`config.mk`:
```
export PLATFORM = sky130hd
export DESIGN_NAME = mem_port_arbiter
export DESIGN_NICKNAME = d
export VERILOG_FILES = /design/src/rtl/mem_port_arbiter.sv
export SDC_FILE = /design/constraint.sdc
export NUM_CORES = 1
export LEC_CHECK = 0
export CORE_MARGIN = 3
export CORE_UTILIZATION = 47
export CTS_CLUSTER_DIAMETER = 150
export DETAILED_ROUTE_END_ITERATION = 8
export PLACE_DENSITY = 0.76
export SKIP_LAST_GASP = 1
export SLEW_MARGIN = 20
export SYNTH_ARGS = -nofsm -noshare
export SYNTH_HDL_FRONTEND = slang
export SYNTH_SLANG_ARGS = --single-unit
```
`constraint.sdc`:
```
create_clock -name clk -period 3.1 [get_ports clk]
set_input_delay 0.93 -clock clk [delete_from_list [all_inputs] [get_ports clk]]
set_output_delay 0.93 -clock clk [all_outputs]
set_load 0.05 [all_outputs]
```
`src/rtl/mem_port_arbiter.sv`:
```
`default_nettype none
// ============================================================================
// Module   : mem_port_arbiter
// Purpose  : Shares one memory controller port between a buffered PCI host
//            write path and a handshaked user read/write request stream.
// Revision : 1.0 - initial release
// ============================================================================
module mem_port_arbiter #(
    parameter int FIFO_DEPTH  = 4,
    parameter int PCI_RUN_MAX = 8,
    parameter int RD_TIMEOUT  = 255
) (
    input  logic        clk,
    input  logic        rst,
    input  logic        pci_wr_en,
    input  logic [20:0] pci_req_addr,
    input  logic [31:0] pci_input_data,
    input  logic        usr_req,
    input  logic        usr_rd_wr,
    input  logic [20:0] usr_addr,
    input  logic [31:0] usr_wdata,
    output logic        usr_ack,
    output logic        usr_rd_valid,
    output logic [31:0] usr_rd_data,
    output logic        mem_rd_req,
    output logic        mem_wr_en,
    output logic [20:0] mem_addr,
    output logic [31:0] mem_wdata,
    input  logic        mem_rd_ready,
    input  logic [31:0] mem_rd_data,
    output logic        pci_fifo_full,
    output logic        pci_overflow,
    output logic        rd_timeout
);

    localparam int c_PTR_W = $clog2(FIFO_DEPTH);
    localparam int c_CNT_W = c_PTR_W + 1;
    localparam int c_RUN_W = $clog2(PCI_RUN_MAX + 1);
    localparam int c_TO_W  = $clog2(RD_TIMEOUT + 1);

    localparam logic [c_CNT_W-1:0] c_FIFO_FULL_CNT = c_CNT_W'(FIFO_DEPTH);
    localparam logic [c_RUN_W-1:0] c_RUN_MAX       = c_RUN_W'(PCI_RUN_MAX);
    localparam logic [c_TO_W-1:0]  c_TO_LAST       = c_TO_W'(RD_TIMEOUT - 1);

    localparam logic [2:0] c_ST_IDLE     = 3'd0;
    localparam logic [2:0] c_ST_PCI_WR   = 3'd1;
    localparam logic [2:0] c_ST_USR_WR   = 3'd2;
    localparam logic [2:0] c_ST_RD_ISSUE = 3'd3;
    localparam logic [2:0] c_ST_RD_WAIT  = 3'd4;

    // PCI write FIFO storage and bookkeeping
    logic [20:0]        r_fifo_addr [FIFO_DEPTH];
    logic [31:0]        r_fifo_data [FIFO_DEPTH];
    logic [c_PTR_W-1:0] r_wr_ptr;
    logic [c_PTR_W-1:0] r_rd_ptr;
    logic [c_CNT_W-1:0] r_fifo_cnt;
    logic               r_overflow;

    // Arbiter state and registered outputs
    logic [2:0]         r_state;
    logic [c_RUN_W-1:0] r_pci_run;
    logic [c_TO_W-1:0]  r_to_cnt;
    logic               r_usr_ack;
    logic               r_usr_rd_valid;
    logic [31:0]        r_usr_rd_data;
    logic               r_mem_rd_req;
    logic               r_mem_wr_en;
    logic [20:0]        r_mem_addr;
    logic [31:0]        r_mem_wdata;
    logic               r_rd_timeout;

    logic w_fifo_empty;
    logic w_fifo_full;
    logic w_grant_st;
    logic w_pci_grant;
    logic w_usr_grant;
    logic w_push;
    logic w_pop;

    assign w_fifo_empty = (r_fifo_cnt == '0);
    assign w_fifo_full  = (r_fifo_cnt == c_FIFO_FULL_CNT);
    assign w_grant_st   = (r_state == c_ST_IDLE) || (r_state == c_ST_PCI_WR) ||
                          (r_state == c_ST_USR_WR);
    // PCI wins unless a user request has already waited out a full PCI run.
    assign w_pci_grant  = w_grant_st && !w_fifo_empty &&
                          (!usr_req || (r_pci_run < c_RUN_MAX));
    // r_usr_ack doubles as the ack-pending flag: the request just acknowledged
    // is still visible on usr_req for one cycle and must not be served again.
    assign w_usr_grant  = w_grant_st && !w_pci_grant && usr_req && !r_usr_ack;
    assign w_pop        = w_pci_grant;
    // A full FIFO still accepts a word when the head leaves in the same cycle.
    assign w_push       = pci_wr_en && (!w_fifo_full || w_pop);

    // FIFO entry write; storage needs no reset since occupancy gates reads
    always_ff @(posedge clk) begin
        if (w_push) begin
            r_fifo_addr[r_wr_ptr] <= pci_req_addr;
            r_fifo_data[r_wr_ptr] <= pci_input_data;
        end
    end

    // FIFO pointers, occupancy and the sticky drop flag
    always_ff @(posedge clk) begin
        if (rst) begin
            r_wr_ptr   <= '0;
            r_rd_ptr   <= '0;
            r_fifo_cnt <= '0;
            r_overflow <= 1'b0;
        end else begin
            if (w_push) begin
                r_wr_ptr <= r_wr_ptr + 1'b1;
            end
            if (w_pop) begin
                r_rd_ptr <= r_rd_ptr + 1'b1;
            end
            case ({w_push, w_pop})
                2'b10:   r_fifo_cnt <= r_fifo_cnt + 1'b1;
                2'b01:   r_fifo_cnt <= r_fifo_cnt - 1'b1;
                default: r_fifo_cnt <= r_fifo_cnt;
            endcase
            if (pci_wr_en && !w_push) begin
                r_overflow <= 1'b1;
            end
        end
    end

    // Arbiter FSM; port outputs are registered alongside the state they belong to
    always_ff @(posedge clk) begin
        if (rst) begin
            r_state        <= c_ST_IDLE;
            r_pci_run      <= '0;
            r_to_cnt       <= '0;
            r_usr_ack      <= 1'b0;
            r_usr_rd_valid <= 1'b0;
            r_usr_rd_data  <= '0;
            r_mem_rd_req   <= 1'b0;
            r_mem_wr_en    <= 1'b0;
            r_mem_addr     <= '0;
            r_mem_wdata    <= '0;
            r_rd_timeout   <= 1'b0;
        end else begin
            r_usr_ack      <= 1'b0;
            r_usr_rd_valid <= 1'b0;
            r_mem_rd_req   <= 1'b0;
            r_mem_wr_en    <= 1'b0;
            r_mem_addr     <= '0;
            r_mem_wdata    <= '0;

            if (!usr_req || w_usr_grant) begin
                r_pci_run <= '0;
            end else if (w_pci_grant && (r_pci_run != c_RUN_MAX)) begin
                r_pci_run <= r_pci_run + 1'b1;
            end

            case (r_state)
                c_ST_IDLE, c_ST_PCI_WR, c_ST_USR_WR: begin
                    if (w_pci_grant) begin
                        r_state     <= c_ST_PCI_WR;
                        r_mem_wr_en <= 1'b1;
                        r_mem_addr  <= r_fifo_addr[r_rd_ptr];
                        r_mem_wdata <= r_fifo_data[r_rd_ptr];
                    end else if (w_usr_grant && usr_rd_wr) begin
                        r_state     <= c_ST_USR_WR;
                        r_mem_wr_en <= 1'b1;
                        r_mem_addr  <= usr_addr;
                        r_mem_wdata <= usr_wdata;
                        r_usr_ack   <= 1'b1;
                    end else if (w_usr_grant) begin
                        r_state      <= c_ST_RD_ISSUE;
                        r_mem_rd_req <= 1'b1;
                        r_mem_addr   <= usr_addr;
                    end else begin
                        r_state <= c_ST_IDLE;
                    end
                end
                c_ST_RD_ISSUE: begin
                    r_state    <= c_ST_RD_WAIT;
                    r_to_cnt   <= '0;
                    r_mem_addr <= usr_addr;
                end
                c_ST_RD_WAIT: begin
                    if (mem_rd_ready) begin
                        r_state        <= c_ST_IDLE;
                        r_usr_rd_data  <= mem_rd_data;
                        r_usr_ack      <= 1'b1;
                        r_usr_rd_valid <= 1'b1;
                    end else if (r_to_cnt == c_TO_LAST) begin
                        r_state        <= c_ST_IDLE;
                        r_rd_timeout   <= 1'b1;
                        r_usr_rd_data  <= '0;
                        r_usr_ack      <= 1'b1;
                        r_usr_rd_valid <= 1'b1;
                    end else begin
                        r_to_cnt   <= r_to_cnt + 1'b1;
                        r_mem_addr <= usr_addr;
                    end
                end
                default: begin
                    r_state <= c_ST_IDLE;
                end
            endcase
        end
    end

    assign usr_ack       = r_usr_ack;
    assign usr_rd_valid  = r_usr_rd_valid;
    assign usr_rd_data   = r_usr_rd_data;
    assign mem_rd_req    = r_mem_rd_req;
    assign mem_wr_en     = r_mem_wr_en;
    assign mem_addr      = r_mem_addr;
    assign mem_wdata     = r_mem_wdata;
    assign pci_fifo_full = w_fifo_full;
    assign pci_overflow  = r_overflow;
    assign rd_timeout    = r_rd_timeout;

endmodule
`default_nettype wire
```
* After elaboration in Yosys (flattened, before gate mapping) *
Memory sizes are Yosys's and may differ from the RTL's. A register that Yosys moved wholly into a read port is not among the register bits.
Cells that the tools add are included.

cells by class
  $add $sub $neg = 6
  $lt $le $gt $ge = 1
  equal/unequal tests = 12
  multiplexer cells = 33
  bitwise gates (word level) = 3
  reductions and logical operators = 33

operator list
  cell                                                             number
  32-bit two-way mux                                               4
  21-bit two-way mux                                               5
  21-bit case mux with 3 select lines                              1
  8-bit two-way mux                                                2
  8-bit case mux with 2 select lines                               1
  2-bit two-way mux                                                7
  1-bit logical AND                                                9
  3-bit case mux with 3 select lines                               1
  8-bit by 1-bit adder with 8-bit output, second input constant    1
  8-bit == test, second input constant                             1
  1-bit two-way mux                                                8
  3-bit by 2-bit == test with 1-bit output, second input constant  2
  3-bit == test, second input constant                             2
  1-bit logical NOT                                                6
  3-bit logical NOT                                                2
  3-bit two-way mux                                                2
  3-bit case mux with 2 select lines                               1
  3-bit AND reduction                                              2
  2-bit nonzero test                                               3
  2-bit OR reduction                                               3
  1-bit logical OR                                                 5
  2-bit by 1-bit adder with 2-bit output, second input constant    2
  4-bit by 1-bit adder with 4-bit output, second input constant    1
  4-bit less-than comparator, second input constant                1
  other kinds (13)                                                 16

word-level totals
  register bits after elaboration = 113
  bits in writable memories = 212
  input bits = 144
  word-level logic and storage cells = 105
  memories kept = 2

memory list
  memory       depth  bits a word  read ports  clocked after Yosys merged registers in  wr ports  line  text
  r_fifo_data  4      32           1           1                                        1         53    logic [31:0] r_fifo_data [FIFO_DEPTH];
  r_fifo_addr  4      21           1           1                                        1         52    logic [20:0] r_fifo_addr [FIFO_DEPTH];

* Depth between registers and ports, before layout *
  depth in word-level cells = 13
  mapped depth = 10

* Worst setup path before layout *
OpenSTA, ideal clock, no wires.

  kind = input to register
  start point = input usr_req
  end point = memory r_fifo_addr[0][0], enable pin
  setup time = 0.416 ns
  data arrival time = 2.708 ns
  data required time = 2.684 ns
  slack = -0.024 ns
  stages on the path = 3
  path buffers = 0
  cells stage by stage = a221oi_1 o21a_1 and2_1

on the way
  word-level cells in the longest chain between the ends = 7

ends and longest elaborated chain
  item                                     line  text
  start, declared                          18    input logic usr_req,
  1-bit logical NOT                        86    (!usr_req || (r_pci_run < c_RUN_MAX));
  1-bit logical OR                         86
  1-bit logical AND                        85    assign w_pci_grant = w_grant_st && !w_fifo_empty &&
  1-bit logical OR                         92    assign w_push = pci_wr_en && (!w_fifo_full || w_pop);
  1-bit logical AND                        92
  1-bit two-way mux                        96    if (w_push) begin
  1-bit two-way mux (implied by the code)  97    r_fifo_addr[r_wr_ptr] <= pci_req_addr;
  end, declared                            52

No other way between the ends.

* Worst setup path after layout *
  start point = register r_usr_ack, in the netlist usr_ack
  end point = output usr_ack

RTL lines
  item                    line  text
  start, declared         63    logic r_usr_ack;
  start signal, assigned  133   r_usr_ack <= 1'b0;
  start signal, assigned  142   r_usr_ack <= 1'b0;
  start signal, assigned  167   r_usr_ack <= 1'b1;
  end, declared           22    output logic usr_ack,

No word-level cell between the ends.

==> metrics <==
CTS tree yes; CTS Root Cell clkbuf_16; fraction of power spent switching nets 31.1%; EDFF count, synth 212; Mapped Nets 910; slowest CP cell clkdlybuf4s50_1; utilization after layout 63.4%; worst path arrival time 1.80 ns; Setup Fix Bufs, Post-CTS 0; # DRC 0; Total GRT Usage 18.8%; CP Capture Type primary output; Yosys warning total 0; Synth Area in Compound Gates 8.90%; maximum fanout along the worst path 4; WL per Instance 19.3 um; multi-input logic area 3160 um^2; status finished, final reports clean; final setup vio count 0; share of cells above drive strength 1 14.6%; Met3 Routed Length 2020 um; adder-cell share of the synthesized area 1.10%; Final Hold Fails 0; Synth Instances 756; clock network fraction of total power 29.1%; cts hold-fix bufs 0; DP Wirelength 17400 um; main combinational cell family by area after synthesis multiplexers; Max Clk Rate 366 MHz; area grow syn2layout 32.4%; 1st-iter DRT viols 453; leakage 5.44 nW; Slew HR 57.9%; RSZ-0062 raised after global routing no; fillers 1826; worst-path cell chain clkdlybuf4s50_1; global-route wire length before repair 41400 um; Final Routed Wirelength 26400 um; DIE AREA 27700 um^2; combinational share of power 28.5%; Worst EP required 2.17 ns; Max Root-Sink Buffers 3; CTS H-tree lvls 2; drt first pass iters 5; GRT Residual Overflow 0; clock sinks 327; WL met1 10900 um; Post-Synthesis Cell Area 12100 um^2; Design Area, Final 16000 um^2; post-layout min period 2.73 ns; number of port buffers 235; Final Max Slew Viols 0; net load switching power 3.97 mW; register area share after synthesis 71.7%; placed cell area 15000 um^2; delay-heaviest family, CP buffers and inverters; IO Count 236; initial core utilization 47.8%; Placed Instances 1309; Core Footprint 25300 um^2; PostCTS Resize Cnt 0; pin count of the biggest net entering global routing 46; Worst Max-Slew Pin Slew 0.629 ns; Post-Synth XOR/XNOR Area 0.580%; Post-synth top flop edfxtp_1; via-per-instance ratio 5.41; startpoint types register; sequential power share 42.3%; Distinct cells, synth 52; Reg clk slew, reported paths 0.06 ns; WP buf/inv 1; std cell rows 58; nets 1169; top sig layer met5; MaxCap Viol Count 0; clock skew 0.0137 ns; post-synthesis mux area share 10.3%; Clk Latency, worst-skew pair 0.50 ns; fin crit share 88.2%; Simple-Gate Fraction of Synth Area 5.07%; internal power 8.78 mW; initial antenna violation count 4; Placer Congestion 0.837; via count 7401; Max stage delay on crit path 0.88 ns; Non-Filler Instances 1368; CTS Buf Count 34; post-synthesis register bit count 327; Pwr Total 12.7 mW; Min Hold Slack 0.474 ns; syn avg cell area 16.0 um^2; Chip Width 166 um; ant diodes 0; met2 wire len 13000 um; worst ir drop on vdd 0.502 mV; fraction of registers with async set or reset after synthesis 0%; FF/Latch Area 8670 um^2; worst hold path class reg2reg; Final ANT Viol Nets 0; vias in the first global route 7433; WS Path Type reg2out; Die Y 166 um; power per standard cell area 797 nW/um^2
## stage by stage
| stage | worst slack [ns] | setup TNS [ns] |
|---|---|---|
| finish | 0.366 | 0 |
| detailed placement | -0.0518 | -0.0518 |
| global route | 0.311 | 0 |
| floorplan | 0.251 | 0 |
| CTS | 0.333 | 0 |
| global placement | 0.00414 | 0 |
## cell usage after synthesis, types with 2 or more instances
cell,instances,area [um^2]
dfxtp_1,115,2300
mux2i_1,5,50.1
buf_6,2,22.5
nand3_1,7,35.0
xnor2_1,4,35.0
a31oi_1,3,18.8
nand2b_1,2,12.5
a22o_1,32,280
nor3_1,6,30.0
edfxtp_1,212,6370
a21oi_1,61,305
nor4_1,2,12.5
nor2_1,12,45.0
ha_1,9,113
mux4_2,53,1190
nand4_1,3,18.8
and3_1,3,18.8
buf_4,8,60.1
clkbuf_1,24,90.1
and2_1,5,31.3
a211oi_1,2,15.0
o211ai_1,3,22.5
o21ai_0,38,190
or3_1,6,37.5
o31ai_1,21,158
nand3b_1,3,22.5
nand2_1,67,251
inv_1,12,45.0
xor2_1,4,35.0
buf_2,10,50.1
## cell families after synthesis
kind of cell,after synthesis
multiplexers,58
AO/OA/AOI/OAI,169
adder cells (fa/ha/maj),10
buffers and inverters,59
flip-flops,327
XOR/XNOR,8
AND/OR/NAND/NOR,125
## area by class of cell
class | instances | share of cell area, %
clock buffer | 48 | 5.97
clock inverter | 11 | 0.375
timing repair buffer | 269 | 16.8
tap | 330 | 2.58
inverter | 13 | 0.305
sequential | 327 | 54.2
multi-input combinational | 370 | 19.8
## per-layer routing
layer / global-route usage [%] / up-vias
li1: - / 3452
met1: 24.1 / 3661
met2: 32.0 / 236
met3: 5.28 / 44
met4: 4.52 / 8
met5: 0 / -
## cells in the final DEF (no fill, tap or decap), drive strengths merged, types with 13 or more instances in the layout
cell	instances
nor2	13
o21ai	39
a22o	32
mux4	53
clkbuf	48
buf	36
a21oi	62
edfxtp	212
clkdlybuf4s50	233
nand2	67
o31ai	21
dfxtp	115
inv	14
## state kept, by name (all words and copies together) (netlist names), named ones only
signal and flops:
r_fifo_cnt 3, mem_addr 21, r_pci_run 4, usr_ack 1, r_state 3, mem_rd_req 1
r_rd_ptr 2, r_to_cnt 8, r_fifo_addr 84, usr_rd_data 32, mem_wdata 32, mem_wr_en 1
r_fifo_data 128, rd_timeout 1, r_wr_ptr 2, usr_rd_valid 1, pci_overflow 1
## path summary, 6_finish.rpt
kind,startpoint,to,slack (ns),cells past startpoint
max,usr_ack,usr_ack,0.37,1
min,usr_rd_data[22],usr_rd_data[22],0.47,2
max reg2reg,r_fifo_cnt[2],r_fifo_cnt[2],0.65,9
min reg2reg,usr_rd_data[22],usr_rd_data[22],0.47,2
## power groups by stage
stage	clock, mW	combinational [mW]	sequential (mW)
after floorplan	0	1.50	6.34
after global placement	0	3.63	5.49
after detailed placement	0	3.66	5.50
after CTS	3.82	3.68	5.41
after global routing	3.98	3.85	5.46
final	3.71	3.64	5.40
Power figures use the tool's default switching activity.
